File: config.mk
export PLATFORM = sky130hd
export DESIGN_NAME = nested_loop_counter_flat
export DESIGN_NICKNAME = d
export VERILOG_FILES = /design/src/rtl/nested_loop_counter_if.sv /design/src/rtl/nested_loop_counter.sv /design/src/flat_wrapper.sv
export SDC_FILE = /design/constraint.sdc
export NUM_CORES = 1
export LEC_CHECK = 0
export CELL_PAD_IN_SITES_DETAIL_PLACEMENT = 1
export CELL_PAD_IN_SITES_GLOBAL_PLACEMENT = 2
export CORE_ASPECT_RATIO = 1.5
export CORE_MARGIN = 2
export CORE_UTILIZATION = 30
export CTS_CLUSTER_SIZE = 12
export DETAILED_ROUTE_END_ITERATION = 6
export PLACE_DENSITY = 0.84
export SYNTH_ARGS = -nofsm -noshare
export SYNTH_HDL_FRONTEND = slang
export SYNTH_SLANG_ARGS = --single-unit
File: constraint.sdc
create_clock -name clk -period 4 [get_ports clk]
set_input_delay 0.6 -clock clk [delete_from_list [all_inputs] [get_ports clk]]
set_output_delay 0.6 -clock clk [all_outputs]
set_load 0.05 [all_outputs]
File: src/rtl/nested_loop_counter_if.sv
// Job bus for nested_loop_counter: config and start/stall in, beat stream out.
// master = job issuer / consumer, slave = the counter itself.
interface nested_loop_counter_if #(
  parameter int MAX_COLS  = 32,
  parameter int MAX_ROWS  = 32,
  parameter int MAX_TILES = 8,
  parameter int ADDR_W    = 16
);
  localparam int CW1 = $clog2(MAX_COLS + 1);
  localparam int RW1 = $clog2(MAX_ROWS + 1);
  localparam int TW1 = $clog2(MAX_TILES + 1);
  localparam int CW  = (MAX_COLS  > 1) ? $clog2(MAX_COLS)  : 1;
  localparam int RW  = (MAX_ROWS  > 1) ? $clog2(MAX_ROWS)  : 1;
  localparam int TW  = (MAX_TILES > 1) ? $clog2(MAX_TILES) : 1;

  logic              start;
  logic              stall;
  logic [CW1-1:0]    cfg_cols;
  logic [RW1-1:0]    cfg_rows;
  logic [TW1-1:0]    cfg_tiles;
  logic [ADDR_W-1:0] cfg_base;
  logic [CW-1:0]     col_cntr;
  logic [RW-1:0]     row_cntr;
  logic [TW-1:0]     tile_cntr;
  logic [ADDR_W-1:0] addr;
  logic              valid;
  logic              last_col;
  logic              last_row;
  logic              busy;
  logic              done;

  modport master (
    output start, stall, cfg_cols, cfg_rows, cfg_tiles, cfg_base,
    input  col_cntr, row_cntr, tile_cntr, addr, valid, last_col, last_row, busy, done
  );

  modport slave (
    input  start, stall, cfg_cols, cfg_rows, cfg_tiles, cfg_base,
    output col_cntr, row_cntr, tile_cntr, addr, valid, last_col, last_row, busy, done
  );
endinterface

File: src/rtl/nested_loop_counter.sv
// Three-level (col/row/tile) loop counter with linear address for MM tiling.
// Bounds are latched and clamped at start; stall freezes the whole beat.
module nested_loop_counter #(
  parameter int MAX_COLS  = 32,
  parameter int MAX_ROWS  = 32,
  parameter int MAX_TILES = 8,
  parameter int ADDR_W    = 16
) (
  input logic                 clk,
  input logic                 rst,
  nested_loop_counter_if.slave io
);
  localparam int CW1 = $clog2(MAX_COLS + 1);
  localparam int RW1 = $clog2(MAX_ROWS + 1);
  localparam int TW1 = $clog2(MAX_TILES + 1);
  localparam int CW  = (MAX_COLS  > 1) ? $clog2(MAX_COLS)  : 1;
  localparam int RW  = (MAX_ROWS  > 1) ? $clog2(MAX_ROWS)  : 1;
  localparam int TW  = (MAX_TILES > 1) ? $clog2(MAX_TILES) : 1;

  typedef enum logic [1:0] {IDLE, RUN, FIN} state_e;

  state_e            state_q, state_d;
  logic [CW1-1:0]    cols_q, cols_d;
  logic [RW1-1:0]    rows_q, rows_d;
  logic [TW1-1:0]    tiles_q, tiles_d;
  logic [CW-1:0]     col_q, col_d;
  logic [RW-1:0]     row_q, row_d;
  logic [TW-1:0]     tile_q, tile_d;
  logic [ADDR_W-1:0] addr_q, addr_d;
  logic              done_q, done_d;

  logic [CW-1:0] col_max;
  logic [RW-1:0] row_max;
  logic [TW-1:0] tile_max;
  logic          beat, col_end, row_end, tile_end, cfg_zero;

  // Clamped bounds never exceed MAX, so bound-1 always fits the counter width.
  assign col_max  = CW'(cols_q - CW1'(1));
  assign row_max  = RW'(rows_q - RW1'(1));
  assign tile_max = TW'(tiles_q - TW1'(1));

  assign beat     = (state_q == RUN) && !io.stall;
  assign col_end  = (col_q == col_max);
  assign row_end  = (row_q == row_max);
  assign tile_end = (tile_q == tile_max);
  assign cfg_zero = (io.cfg_cols == '0) || (io.cfg_rows == '0) || (io.cfg_tiles == '0);

  always_comb begin
    state_d = state_q;
    cols_d  = cols_q;
    rows_d  = rows_q;
    tiles_d = tiles_q;
    col_d   = col_q;
    row_d   = row_q;
    tile_d  = tile_q;
    addr_d  = addr_q;
    done_d  = 1'b0;
    unique case (state_q)
      // The done cycle is still the tail of the previous job: start is ignored there.
      IDLE: if (io.start && !done_q) begin
        if (cfg_zero) begin
          state_d = FIN;
        end else begin
          cols_d  = (io.cfg_cols  > CW1'(MAX_COLS))  ? CW1'(MAX_COLS)  : io.cfg_cols;
          rows_d  = (io.cfg_rows  > RW1'(MAX_ROWS))  ? RW1'(MAX_ROWS)  : io.cfg_rows;
          tiles_d = (io.cfg_tiles > TW1'(MAX_TILES)) ? TW1'(MAX_TILES) : io.cfg_tiles;
          col_d   = '0;
          row_d   = '0;
          tile_d  = '0;
          addr_d  = io.cfg_base;
          state_d = RUN;
        end
      end
      RUN: if (beat) begin
        addr_d = addr_q + ADDR_W'(1);
        if (!col_end) begin
          col_d = col_q + CW'(1);
        end else begin
          col_d = '0;
          if (!row_end) begin
            row_d = row_q + RW'(1);
          end else begin
            row_d = '0;
            if (!tile_end) begin
              tile_d = tile_q + TW'(1);
            end else begin
              tile_d  = '0;
              addr_d  = addr_q;
              state_d = FIN;
            end
          end
        end
      end
      FIN: begin
        done_d  = 1'b1;
        state_d = IDLE;
      end
      default: state_d = IDLE;
    endcase
  end

  always_ff @(posedge clk) begin
    if (rst) begin
      state_q <= IDLE;
      cols_q  <= '0;
      rows_q  <= '0;
      tiles_q <= '0;
      col_q   <= '0;
      row_q   <= '0;
      tile_q  <= '0;
      addr_q  <= '0;
      done_q  <= 1'b0;
    end else begin
      state_q <= state_d;
      cols_q  <= cols_d;
      rows_q  <= rows_d;
      tiles_q <= tiles_d;
      col_q   <= col_d;
      row_q   <= row_d;
      tile_q  <= tile_d;
      addr_q  <= addr_d;
      done_q  <= done_d;
    end
  end

  assign io.col_cntr  = col_q;
  assign io.row_cntr  = row_q;
  assign io.tile_cntr = tile_q;
  assign io.addr      = addr_q;
  assign io.valid     = beat;
  assign io.last_col  = beat && col_end;
  assign io.last_row  = beat && col_end && row_end;
  assign io.busy      = (state_q != IDLE);
  assign io.done      = done_q;
endmodule

File: src/flat_wrapper.sv
// flat-port wrapper written by rule: the top's interface ports become plain ports
module nested_loop_counter_flat 
#(
  parameter int MAX_COLS  = 32,
  parameter int MAX_ROWS  = 32,
  parameter int MAX_TILES = 8,
  parameter int ADDR_W    = 16
)
  (clk, rst, io_start, io_stall, io_cfg_cols, io_cfg_rows, io_cfg_tiles, io_cfg_base, io_col_cntr, io_row_cntr, io_tile_cntr, io_addr, io_valid, io_last_col, io_last_row, io_busy, io_done);
  nested_loop_counter_if #(.MAX_COLS(MAX_COLS), .MAX_ROWS(MAX_ROWS), .MAX_TILES(MAX_TILES), .ADDR_W(ADDR_W)) io_i ();
  input logic clk;
  input logic rst;
  input wire logic [$bits(io_i.start)-1:0] io_start;
  input wire logic [$bits(io_i.stall)-1:0] io_stall;
  input wire logic [$bits(io_i.cfg_cols)-1:0] io_cfg_cols;
  input wire logic [$bits(io_i.cfg_rows)-1:0] io_cfg_rows;
  input wire logic [$bits(io_i.cfg_tiles)-1:0] io_cfg_tiles;
  input wire logic [$bits(io_i.cfg_base)-1:0] io_cfg_base;
  output wire logic [$bits(io_i.col_cntr)-1:0] io_col_cntr;
  output wire logic [$bits(io_i.row_cntr)-1:0] io_row_cntr;
  output wire logic [$bits(io_i.tile_cntr)-1:0] io_tile_cntr;
  output wire logic [$bits(io_i.addr)-1:0] io_addr;
  output wire logic [$bits(io_i.valid)-1:0] io_valid;
  output wire logic [$bits(io_i.last_col)-1:0] io_last_col;
  output wire logic [$bits(io_i.last_row)-1:0] io_last_row;
  output wire logic [$bits(io_i.busy)-1:0] io_busy;
  output wire logic [$bits(io_i.done)-1:0] io_done;
  assign io_i.start = io_start;
  assign io_i.stall = io_stall;
  assign io_i.cfg_cols = io_cfg_cols;
  assign io_i.cfg_rows = io_cfg_rows;
  assign io_i.cfg_tiles = io_cfg_tiles;
  assign io_i.cfg_base = io_cfg_base;
  assign io_col_cntr = io_i.col_cntr;
  assign io_row_cntr = io_i.row_cntr;
  assign io_tile_cntr = io_i.tile_cntr;
  assign io_addr = io_i.addr;
  assign io_valid = io_i.valid;
  assign io_last_col = io_i.last_col;
  assign io_last_row = io_i.last_row;
  assign io_busy = io_i.busy;
  assign io_done = io_i.done;
  nested_loop_counter #(.MAX_COLS(MAX_COLS), .MAX_ROWS(MAX_ROWS), .MAX_TILES(MAX_TILES), .ADDR_W(ADDR_W)) u_core (.clk(clk), .rst(rst), .io(io_i));
endmodule
==> insert_results.sql, run 1 <==
INSERT INTO impl_metrics (metric_group, metric, value, unit) VALUES
('placement', 'weighted_congestion_at_the_end_of_routability_driven_global_placement', '0.7764', ''),
('run_status', 'run_status', 'completed', ''),
('synthesis', 'post-synth-top-count-cell', 'dfxtp_1', ''),
('sta', 'drv_slew', '0', ''),
('synthesis', 'largest_family_of_logic_cells_by_synthesized_area', 'simple AND/OR/NAND/NOR gates', ''),
('min_path', 'timing.hold.worst.start', 'u_core.io.addr[5]$_SDFFE_PP0P_', ''),
('cts', 'post_cts_buffers', '0', ''),
('detailed_routing', 'wirelength', '8.365', 'mm'),
('cells_and_area', 'antenna-diode-count', '0', ''),
('sta', 'relSlewSlack', '58.93', '%'),
('setup_path', 'path_class', 'register to output port', ''),
('grt', 'grt_antenna_before_repair', '0', ''),
('synthesis', 'synthSimpleGateAreaFrac', '27.99', '%'),
('detailed_routing', 'final_antenna_net_count', '0', ''),
('cts', 'htreeDepth', '2', ''),
('power', 'power.density', '364.7', 'nW/um2'),
('sta', 'hold-worst-slack', '0.4925', 'ns'),
('placement', 'port_buffers', '69', ''),
('synthesis', 'synth_xor_xnor_area_share', '7.274', '%'),
('detailed_routing', 'detailedRoute.firstIterationViolations', '73', ''),
('cells_and_area', 'sequential_area', '900.9', 'um2'),
('setup_path', 'r2r-start', 'u_core.state_q[1]$_SDFFE_PP0P_', ''),
('detailed_routing', 'drc_viols', '0', ''),
('cells_and_area', 'drive_above_1_share', '5.172', '%'),
('sta', 'final_critical_path_setup_slack', '0.4063', 'ns'),
('synthesis', 'synth_compound_gate_area_share', '21.87', '%'),
('setup_path', 'critical_path.endpoint_type', 'output port', ''),
('die', 'floorplan.initialDensity', '30.78', '%'),
('placement', 'place_inst', '509', ''),
('setup_path', 'worstSetupStartpoint', 'u_core.rows_q[0]$_SDFFE_PP0P_', ''),
('synthesis', 'arithmetic_cell_share_of_the_synthesized_area_counting_full_adders_half_adders_and_majority_gates', '3.223', '%'),
('placement', 'placedInstanceArea', '3490', 'um2'),
('die', 'io-pin-count', '70', ''),
('cts', 'ctsHoldBuffers', '0', ''),
('synthesis', 'post_synth_instance_area', '2718', 'um2'),
('synthesis', 'synthMuxAreaShare', '0.4144', '%'),
('detailed_routing', 'drt_pass1_iterations', '4', ''),
('power', 'cellLeakagePower', '1.238', 'nW'),
('cells_and_area', 'final_cell_count_no_fill', '516', ''),
('cells_and_area', 'final_design_area_excluding_fillers', '3632', 'um2'),
('die', 'placeableCoreArea', '8828', 'um2'),
('placement', 'detailed_place_hpwl', '6.326', 'mm'),
('run', 'max_cap_viol_count', '0', ''),
('setup_path', 'cp_max_fo', '5', ''),
('cells_and_area', 'areaGrowthSynthToFinish', '33.66', '%'),
('sta', 'tightestPinTransition', '0.6096', 'ns'),
('power', 'fin_total_pwr', '1.325', 'mW'),
('setup_path', 'critical_path.startpoint_type', 'register', ''),
('grt', 'wire_length_of_the_first_global_routing_pass', '13.79', 'mm'),
('die', 'fp-row-count', '42', ''),
('setup_path', 'critical_path_arrival', '2.99', 'ns'),
('placement', 'detailedPlace.worstSlack', '0.7218', 'ns'),
('synthesis', 'asyncSetResetFlopFracSynth', '0', '%'),
('power', 'max-vdd-ir-drop', '0.1756', 'mV'),
('die', 'die_h', '120.6', 'um'),
('grt', 'first_global_vias', '2912', ''),
('cells_and_area', 'nets', '449', ''),
('die', 'overall_die_width', '81.71', 'um'),
('die', 'die_area', '9851', 'um2'),
('cells_and_area', 'postLayoutCoreUtil', '41.14', '%'),
('cts', 'ctsLongestPathBuffers', '2', ''),
('cts', 'clock_sinks', '45', ''),
('cells_and_area', 'fillers', '1088', ''),
('synthesis', 'synth.area.top_cells', 'dfxtp_1 (33%), a21oi_1 (7.0%), nor3b_1 (4.7%), xnor2_1 (4.5%), nor2_1 (4.3%)', ''),
('synthesis', 'synth.top_cells.by_count', 'dfxtp_1 (45), a21oi_1 (38), nor2_1 (31)', ''),
('cts', 'cts.reportedPaths.clkPinSlew', '0.06', 'ns'),
('grt', 'maximum_number_of_pins_on_one_net_before_global_route_repair', '29', ''),
('synthesis', 'ys_warn_count', '0', ''),
('synthesis', 'synthCells', '344', ''),
('synthesis', 'top_cell_type_by_total_area_after_synthesis', 'dfxtp_1', ''),
('detailed_routing', 'wl_per_cell', '16.21', 'um');
==> flip-flops by register name (all words and copies together), names as in the netlist <==
name / flops
u_core.state_q: 2
u_core.io.tile_cntr: 3
u_core.cols_q: 5
u_core.rows_q: 5
u_core.io.row_cntr: 5
u_core.tiles_q: 3
u_core.io.done: 1
u_core.io.addr: 16
u_core.io.col_cntr: 5
==> routing by layer <==
metal	global-route usage, %	wire length, um	vias up
met5	0	0	-
met4	6.250	176	0
met3	2.836	319	14
met2	33.61	4445	65
met1	19.64	3424	1310
li1	-	-	1355
==> cell type report <==
type / count / share of cell area [%]
Clock buffer: 7 / 3.927
Sequential cell: 45 / 24.80
Inverter: 21 / 2.170
Timing Repair Buffer: 73 / 19.84
Tap cell: 110 / 3.789
Multi-Input combinational cell: 260 / 45.47
==> worst paths after layout <==
path                                                           end  slack, ns  cells past startpoint
worst min register to register      u_core.io.addr[5]$_SDFFE_PP0P_       0.49                      2
worst min-delay path                u_core.io.addr[5]$_SDFFE_PP0P_       0.49                      2
worst max-delay path                                   io_last_row       0.41                      8
worst max register to register  u_core.io.col_cntr[1]$_SDFFE_PP0P_       1.30                      6
==> logic make-up after synthesis <==
logic type / after synthesis
AND/OR/NAND/NOR: 143
AO/OA/AOI/OAI: 88
flip-flops: 45
buffers and inverters: 39
XOR/XNOR: 21
adder cells (fa/ha/maj): 7
multiplexers: 1
==> worst max-delay path, stage by stage, from the launching register on <==
cell	delay (ns)
dfxtp_1	0.39
inv_1	0.07
ha_1	0.25
o21ba_1	0.18
a22oi_1	0.18
o2111ai_1	0.25
or2_1	0.36
nor3_1	0.19
clkdlybuf4s50_1	0.84
==> power breakdown <==
part	total [mW]	leakage, nW	internal, mW	switching [mW]
Combinational	0.384	0.802	0.150	0.234
Sequential	0.519	0.366	0.479	0.0403
Clock	0.421	0.0700	0.246	0.176
==> placed cells by master (no fill, tap or decap), types with 4 or more instances in the layout <==
master and instances:
clkdlybuf4s50_1 69, dfxtp_1 45, a21oi_1 38, nor2_1 31, nand2_1 24, inv_1 21
nand3_1 17, nor3b_1 17, xnor2_1 14, nor3_1 14, and3_1 10, o22ai_1 9
o21ai_0 7, nor4_1 7, ha_1 7, xor2_1 6, clkbuf_16 5, and2_1 4
buf_4 4
Power figures use the tool's default switching activity.
==> run 2: changes to the inputs <==
- CORE_MARGIN: 2 -> default
- PLACE_DENSITY: 0.84 -> 0.95
==> insert_results.sql, run 2 (synthesis gave the netlist of run 1 again) <==
INSERT INTO impl_metrics (metric_group, metric, value, unit) VALUES
('run_status', 'run_status', 'completed', ''),
('setup_path', 'path_class', 'register to output port', ''),
('run', 'max_cap_viol_count', '0', ''),
('setup_path', 'reg2reg_slack', '1.35', 'ns'),
('power', 'max-vdd-ir-drop', '0.1570', 'mV'),
('cells_and_area', 'largest_reg_flops', '16', ''),
('sta', 'timing.final.crit_period', '3.642', 'ns'),
('grt', 'wire_length_of_the_first_global_routing_pass', '13.30', 'mm'),
('setup_path', 'r2r-start', 'u_core.state_q[0]$_SDFFE_PP0P_', ''),
('cts', 'ctsRootBufferMaster', 'clkbuf_16', ''),
('die', 'die_area', '9451', 'um2'),
('die', 'die_h', '118.6', 'um'),
('cells_and_area', 'mostFrequentLayoutCell', 'clkdlybuf4s50_1', ''),
('setup_path', 'cp_slowest_stage_delay', '0.85', 'ns'),
('sta', 'timing.clock.skew', '0.01199', 'ns'),
('placement', 'weighted_congestion_at_the_end_of_routability_driven_global_placement', '0.7832', ''),
('setup_path', 'crit_path_cell_trace', 'inv_1 > ha_1 > o21ba_1 > a22oi_1 > o2111ai_1 > or2_1 > nor3_1 > clkdlybuf4s50_1', ''),
('sta', 'relSlewSlack', '58.60', '%'),
('die', 'fp-row-count', '42', ''),
('die', 'overall_die_width', '79.71', 'um'),
('detailed_routing', 'dr_wl_met2', '4.522', 'mm'),
('detailed_routing', 'top_signal_layer_used', 'met4', ''),
('detailed_routing', 'wirelength', '8.369', 'mm'),
('cells_and_area', 'drive_above_1_share', '5.651', '%'),
('setup_path', 'reg2regPathDepth', '6', ''),
('detailed_routing', 'wl_per_cell', '16.19', 'um'),
('detailed_routing', 'm1WireLength', '3.360', 'mm'),
('detailed_routing', 'drc_viols', '0', ''),
('sta', 'tightestPinTransition', '0.6176', 'ns'),
('sta', 'hold-worst-slack', '0.4911', 'ns'),
('sta', 'setup_total_negative_slack', '0', 'ns'),
('detailed_routing', 'dr_wl_met3', '292', 'um'),
('setup_path', 'critical_path_arrival', '3.04', 'ns'),
('detailed_routing', 'final_antenna_net_count', '0', ''),
('grt', 'first_global_vias', '2823', ''),
('setup_path', 'critical_path.reg2reg.endpoint', 'u_core.io.row_cntr[3]$_SDFFE_PP0P_', ''),
('cells_and_area', 'final_cell_count_no_fill', '517', ''),
('cells_and_area', 'areaGrowthSynthToFinish', '35.41', '%'),
('cells_and_area', 'nets', '449', ''),
('detailed_routing', 'detailroute.via_count', '2760', ''),
('setup_path', 'critPathCapture', 'io_last_row', ''),
('detailed_routing', 'detailedRoute.firstIterationViolations', '81', ''),
('sta', 'final.period_utilization', '91.05', '%'),
('die', 'io-pin-count', '70', ''),
('power', 'cellLeakagePower', '1.262', 'nW'),
('grt', 'maximum_number_of_pins_on_one_net_before_global_route_repair', '29', ''),
('grt', 'grt_antenna_before_repair', '0', ''),
('detailed_routing', 'detail_route.vias_per_cell', '5.338', ''),
('placement', 'detailed_place_hpwl', '6.300', 'mm'),
('cts', 'tritoncts_buffer_count', '5', ''),
('setup_path', 'cp_max_fo', '5', ''),
('setup_path', 'cp.required', '3.40', 'ns'),
('setup_path', 'critical_path.endpoint_type', 'output port', ''),
('placement', 'port_buffers', '69', ''),
('cts', 'cts_resized', '0', ''),
('cts', 'cts_tree', 'done', ''),
('sta', 'rsz0062_at_grt', 'no', ''),
('setup_path', 'worstSetupStartpoint', 'u_core.rows_q[0]$_SDFFE_PP0P_', ''),
('placement', 'place_inst', '509', ''),
('cts', 'ctsLongestPathBuffers', '2', ''),
('power', 'fin_total_pwr', '1.443', 'mW'),
('die', 'floorplan.initialDensity', '30.78', '%'),
('sta', 'timing.fmax', '274.6', 'MHz'),
('setup_path', 'critical_path.startpoint_type', 'register', ''),
('detailed_routing', 'drt_pass1_iterations', '4', ''),
('min_path', 'hold_path_class', 'register to register', ''),
('cts', 'htreeDepth', '2', ''),
('setup_path', 'critPathSlowestCell', 'clkdlybuf4s50_1', ''),
('cells_and_area', 'antenna-diode-count', '0', ''),
('power', 'power.density', '392.2', 'nW/um2'),
('sta', 'finalHoldViolCount', '0', ''),
('cts', 'cts.reportedPaths.clkPinSlew', '0.06', 'ns'),
('sta', 'drv_slew', '0', ''),
('grt', 'grt.overflow.total', '0', ''),
('cts', 'clock_sinks', '45', ''),
('cts', 'post_cts_buffers', '0', ''),
('grt', 'global_route.usage.total', '18.12', '%'),
('cells_and_area', 'layout_common_cells', 'clkdlybuf4s50_1 (69), dfxtp_1 (45), a21oi_1 (38), nor2_1 (31), nand2_1 (24)', ''),
('min_path', 'holdPathStages', '2', ''),
('cts', 'clk_latency_worst_skew_pair', '0.30', 'ns'),
('sta', 'final-setup-viol-count', '0', ''),
('die', 'placeableCoreArea', '8828', 'um2'),
('cts', 'ctsHoldBuffers', '0', '');
run 2: changes by cell type in the layout (fill, tap and decap cells not counted), sizes merged:
cell / previous run / this run
clkbuf: 7 / 5
bufinv: 0 / 2
clkinv: 0 / 1
run 2: area by class of cell:
cell class / count / area, um2
tap: 110 / 137.6
fill: 1060 / 5149
clock inverter: 3 / 65.06
clock buffer: 5 / 125.1
multi-input combinational: 260 / 1652
timing repair buffer: 73 / 720.7
sequential: 45 / 900.9
inverter: 21 / 78.83
run 2: how the worst min path moves through the flow:
stage / from / endpoint / slack (ns)
after global placement: u_core.tiles_q[1]$_SDFFE_PP0P_ / u_core.tiles_q[1]$_SDFFE_PP0P_ / 0.47
final: u_core.tiles_q[1]$_SDFFE_PP0P_ / u_core.tiles_q[1]$_SDFFE_PP0P_ / 0.49
after floorplan: u_core.tiles_q[1]$_SDFFE_PP0P_ / u_core.tiles_q[1]$_SDFFE_PP0P_ / 0.46
after global routing: u_core.io.addr[15]$_SDFFE_PP0P_ / u_core.io.addr[15]$_SDFFE_PP0P_ / 0.51
after detailed placement: u_core.io.addr[15]$_SDFFE_PP0P_ / u_core.io.addr[15]$_SDFFE_PP0P_ / 0.48
after CTS: u_core.io.addr[15]$_SDFFE_PP0P_ / u_core.io.addr[15]$_SDFFE_PP0P_ / 0.50
run 2: metrics by stage:
| step | setup WS, ns | util, % | instance area [um2] |
|---|---|---|---|
| after floorplan | 0.7134 | - | 2718 |
| after global placement | 0.7620 | 39.53 | 3490 |
| after detailed placement | 0.6975 | 39.53 | 3490 |
| after global routing | 0.2186 | 41.68 | 3680 |
| final | 0.3580 | 41.68 | 3680 |
| after CTS | 0.3667 | 41.68 | 3680 |
run 2: report_power, final:
group          internal [mW]  leakage, nW  switching, mW  total [mW]
combinational          0.151        0.802          0.235       0.385
sequential             0.479        0.366         0.0413       0.520
clock                  0.357       0.0938          0.181       0.538
run 2: metal layers:
metal | vias to the layer above | GRT usage, %
met5 | - | 0
met4 | 0 | 7.614
met3 | 12 | 2.934
met2 | 66 | 34.35
met1 | 1326 | 18.89
li1 | 1356 | -
run 2: worst max-delay path: cells and delay by family, from the launching register on:
kind | cells | cell delay, ns
buffers and inverters | 2 | 0.92
AND/OR/NAND/NOR | 2 | 0.56
flip-flops | 1 | 0.38
AO/OA/AOI/OAI | 3 | 0.65
adder cells (fa/ha/maj) | 1 | 0.25
==> run 3: changes to the inputs <==
- CORE_MARGIN: default -> 5
==> insert_results.sql, run 3 (synthesis gave the netlist of run 1 again) <==
INSERT INTO impl_metrics (metric_group, metric, value, unit) VALUES
('run_status', 'run_status', 'completed', ''),
('grt', 'maximum_number_of_pins_on_one_net_before_global_route_repair', '29', ''),
('cells_and_area', 'areaGrowthSynthToFinish', '34.76', '%'),
('setup_path', 'critical_path.reg2reg.endpoint', 'u_core.io.col_cntr[2]$_SDFFE_PP0P_', ''),
('detailed_routing', 'drc_viols', '0', ''),
('placement', 'weighted_congestion_at_the_end_of_routability_driven_global_placement', '0.7953', ''),
('cells_and_area', 'postLayoutCoreUtil', '41.48', '%'),
('sta', 'tightestPinTransition', '0.5899', 'ns'),
('setup_path', 'cp_num_cells', '8', ''),
('power', 'max-vdd-ir-drop', '0.2315', 'mV'),
('cts', 'htreeDepth', '2', ''),
('grt', 'grt-busiest-layer', 'met2', ''),
('power', 'fin_total_pwr', '1.394', 'mW'),
('power', 'cellLeakagePower', '1.252', 'nW'),
('detailed_routing', 'detailedRoute.firstIterationViolations', '123', ''),
('die', 'floorplan.initialDensity', '30.78', '%'),
('cells_and_area', 'drive_above_1_share', '5.405', '%'),
('cells_and_area', 'nets', '449', ''),
('cells_and_area', 'sequential_area', '900.9', 'um2'),
('setup_path', 'reg2reg_slack', '1.38', 'ns'),
('grt', 'first_global_vias', '3007', ''),
('sta', 'final.period_utilization', '89.67', '%'),
('setup_path', 'critPathCapture', 'io_last_row', ''),
('die', 'overall_die_width', '87.71', 'um'),
('detailed_routing', 'final_antenna_net_count', '0', ''),
('cts', 'clk_latency_worst_skew_pair', '0.30', 'ns'),
('cts', 'post_cts_buffers', '0', ''),
('setup_path', 'worstSetupStartpoint', 'u_core.cols_q[0]$_SDFFE_PP0P_', ''),
('sta', 'final-setup-viol-count', '0', ''),
('cells_and_area', 'final_design_area_excluding_fillers', '3662', 'um2'),
('setup_path', 'r2r-start', 'u_core.state_q[1]$_SDFFE_PP0P_', ''),
('setup_path', 'reg2regPathDepth', '6', ''),
('detailed_routing', 'wl_per_cell', '16.57', 'um'),
('grt', 'grt_use_met1', '17.60', '%'),
('sta', 'relSlewSlack', '60.25', '%'),
('cells_and_area', 'antenna-diode-count', '0', ''),
('sta', 'finalHoldViolCount', '0', ''),
('power', 'power.density', '380.6', 'nW/um2'),
('cts', 'cts.reportedPaths.clkPinSlew', '0.07', 'ns'),
('sta', 'setup_total_negative_slack', '0', 'ns'),
('cells_and_area', 'mostFrequentLayoutCell', 'clkdlybuf4s50_1', ''),
('setup_path', 'cp_num_buf_inv', '2', ''),
('die', 'placeableCoreArea', '8828', 'um2'),
('detailed_routing', 'wirelength', '8.569', 'mm'),
('die', 'die_h', '126.6', 'um'),
('cts', 'ctsLongestPathBuffers', '2', ''),
('placement', 'port_buffers', '69', ''),
('cells_and_area', 'fillers', '1076', ''),
('placement', 'detailed_place_hpwl', '6.571', 'mm'),
('die', 'io-pin-count', '70', ''),
('setup_path', 'cp_max_fo', '8', ''),
('setup_path', 'critical_path_arrival', '2.99', 'ns'),
('detailed_routing', 'detailroute.via_count', '2737', ''),
('setup_path', 'critPathSlowestCell', 'clkdlybuf4s50_1', ''),
('sta', 'rsz0062_at_grt', 'no', ''),
('cts', 'cts_tree', 'done', ''),
('setup_path', 'cp_top_family', 'buffers and inverters', ''),
('grt', 'global_route.usage.total', '16.10', '%'),
('setup_path', 'critical_path.endpoint_type', 'output port', ''),
('detailed_routing', 'drt_pass1_iterations', '4', ''),
('grt', 'grt_antenna_before_repair', '0', ''),
('cts', 'ctsHoldBuffers', '0', ''),
('setup_path', 'crit_path_cell_trace', 'inv_1 > ha_1 > o21ba_1 > a22oi_2 > o2111ai_4 > or2_1 > nor3_1 > clkdlybuf4s50_1', ''),
('cells_and_area', 'largest_reg_flops', '16', ''),
('die', 'fp-row-count', '42', ''),
('setup_path', 'path_class', 'register to output port', ''),
('die', 'die_area', '11100', 'um2'),
('sta', 'hold-worst-slack', '0.4911', 'ns'),
('cells_and_area', 'layout_common_cells', 'clkdlybuf4s50_1 (69), dfxtp_1 (45), a21oi_1 (38), nor2_1 (31), nand2_1 (24)', ''),
('grt', 'grt.overflow.total', '0', ''),
('grt', 'wire_length_of_the_first_global_routing_pass', '14.30', 'mm'),
('cts', 'clock_sinks', '45', ''),
('sta', 'drv_slew', '0', ''),
('setup_path', 'cp_slowest_stage_delay', '0.85', 'ns'),
('run', 'max_cap_viol_count', '0', ''),
('sta', 'timing.fmax', '278.8', 'MHz'),
('placement', 'placedInstanceArea', '3490', 'um2'),
('sta', 'timing.clock.skew', '0.01064', 'ns'),
('cts', 'tritoncts_buffer_count', '5', ''),
('setup_path', 'cp.required', '3.40', 'ns'),
('grt', 'grt_use_met2', '29.66', '%'),
('grt', 'grt.met3_usage', '2.466', '%'),
('setup_path', 'critical_path.startpoint_type', 'register', ''),
('cells_and_area', 'multiInputGateArea', '1652', 'um2'),
('sta', 'timing.final.crit_period', '3.587', 'ns'),
('detailed_routing', 'detail_route.vias_per_cell', '5.294', ''),
('min_path', 'hold_path_class', 'register to register', ''),
('cts', 'cts_resized', '0', ''),
('cts', 'ctsRootBufferMaster', 'clkbuf_16', '');
-- run 3: cell count changes in the layout (fill, tap and decap cells not counted), sizes merged --
| cell | previous run | this run |
|---|---|---|
| bufinv | 2 | 1 |
| clkinv | 1 | 0 |
| clkbuf | 5 | 7 |
-- run 3: power breakdown --
part | internal [mW] | total (mW) | leakage [nW] | switching (mW)
sequential | 0.479 | 0.520 | 0.366 | 0.0411
clock | 0.312 | 0.491 | 0.0841 | 0.178
combinational | 0.151 | 0.383 | 0.802 | 0.233
-- run 3: cell type report --
cell class,instances,share of cell area [%]
clock inverter,1,0.8200
timing repair buffer,73,19.68
tap,110,3.758
multi-input combinational,260,45.10
clock buffer,7,3.895
sequential,45,24.60
inverter,21,2.152
-- run 3: per-layer routing --
layer / up-vias / routed length [um]
li1: 1359 / -
met1: 1294 / 3370
met2: 69 / 4578
met3: 15 / 384
met4: 0 / 236
met5: - / 0
-- run 3: worst min path at each step --
stage | from | cells after the start | slack, ns | endpoint
2_1_floorplan | u_core.tiles_q[1]$_SDFFE_PP0P_ | 2 | 0.46 | u_core.tiles_q[1]$_SDFFE_PP0P_
3_3_place_gp | u_core.tiles_q[1]$_SDFFE_PP0P_ | 2 | 0.47 | u_core.tiles_q[1]$_SDFFE_PP0P_
3_5_place_dp | u_core.io.addr[15]$_SDFFE_PP0P_ | 1 | 0.48 | u_core.io.addr[15]$_SDFFE_PP0P_
4_1_cts | u_core.io.addr[15]$_SDFFE_PP0P_ | 1 | 0.49 | u_core.io.addr[15]$_SDFFE_PP0P_
5_1_grt | u_core.io.addr[15]$_SDFFE_PP0P_ | 1 | 0.51 | u_core.io.addr[15]$_SDFFE_PP0P_
6_report | u_core.io.addr[15]$_SDFFE_PP0P_ | 1 | 0.49 | u_core.io.addr[15]$_SDFFE_PP0P_
-- run 3: per-stage QoR --
stage	instances	setup WS, ns
floorplan	344	0.7134
global placement	509	0.7650
detailed placement	509	0.7304
CTS	517	0.4068
global route	517	0.1928
finish	517	0.4131
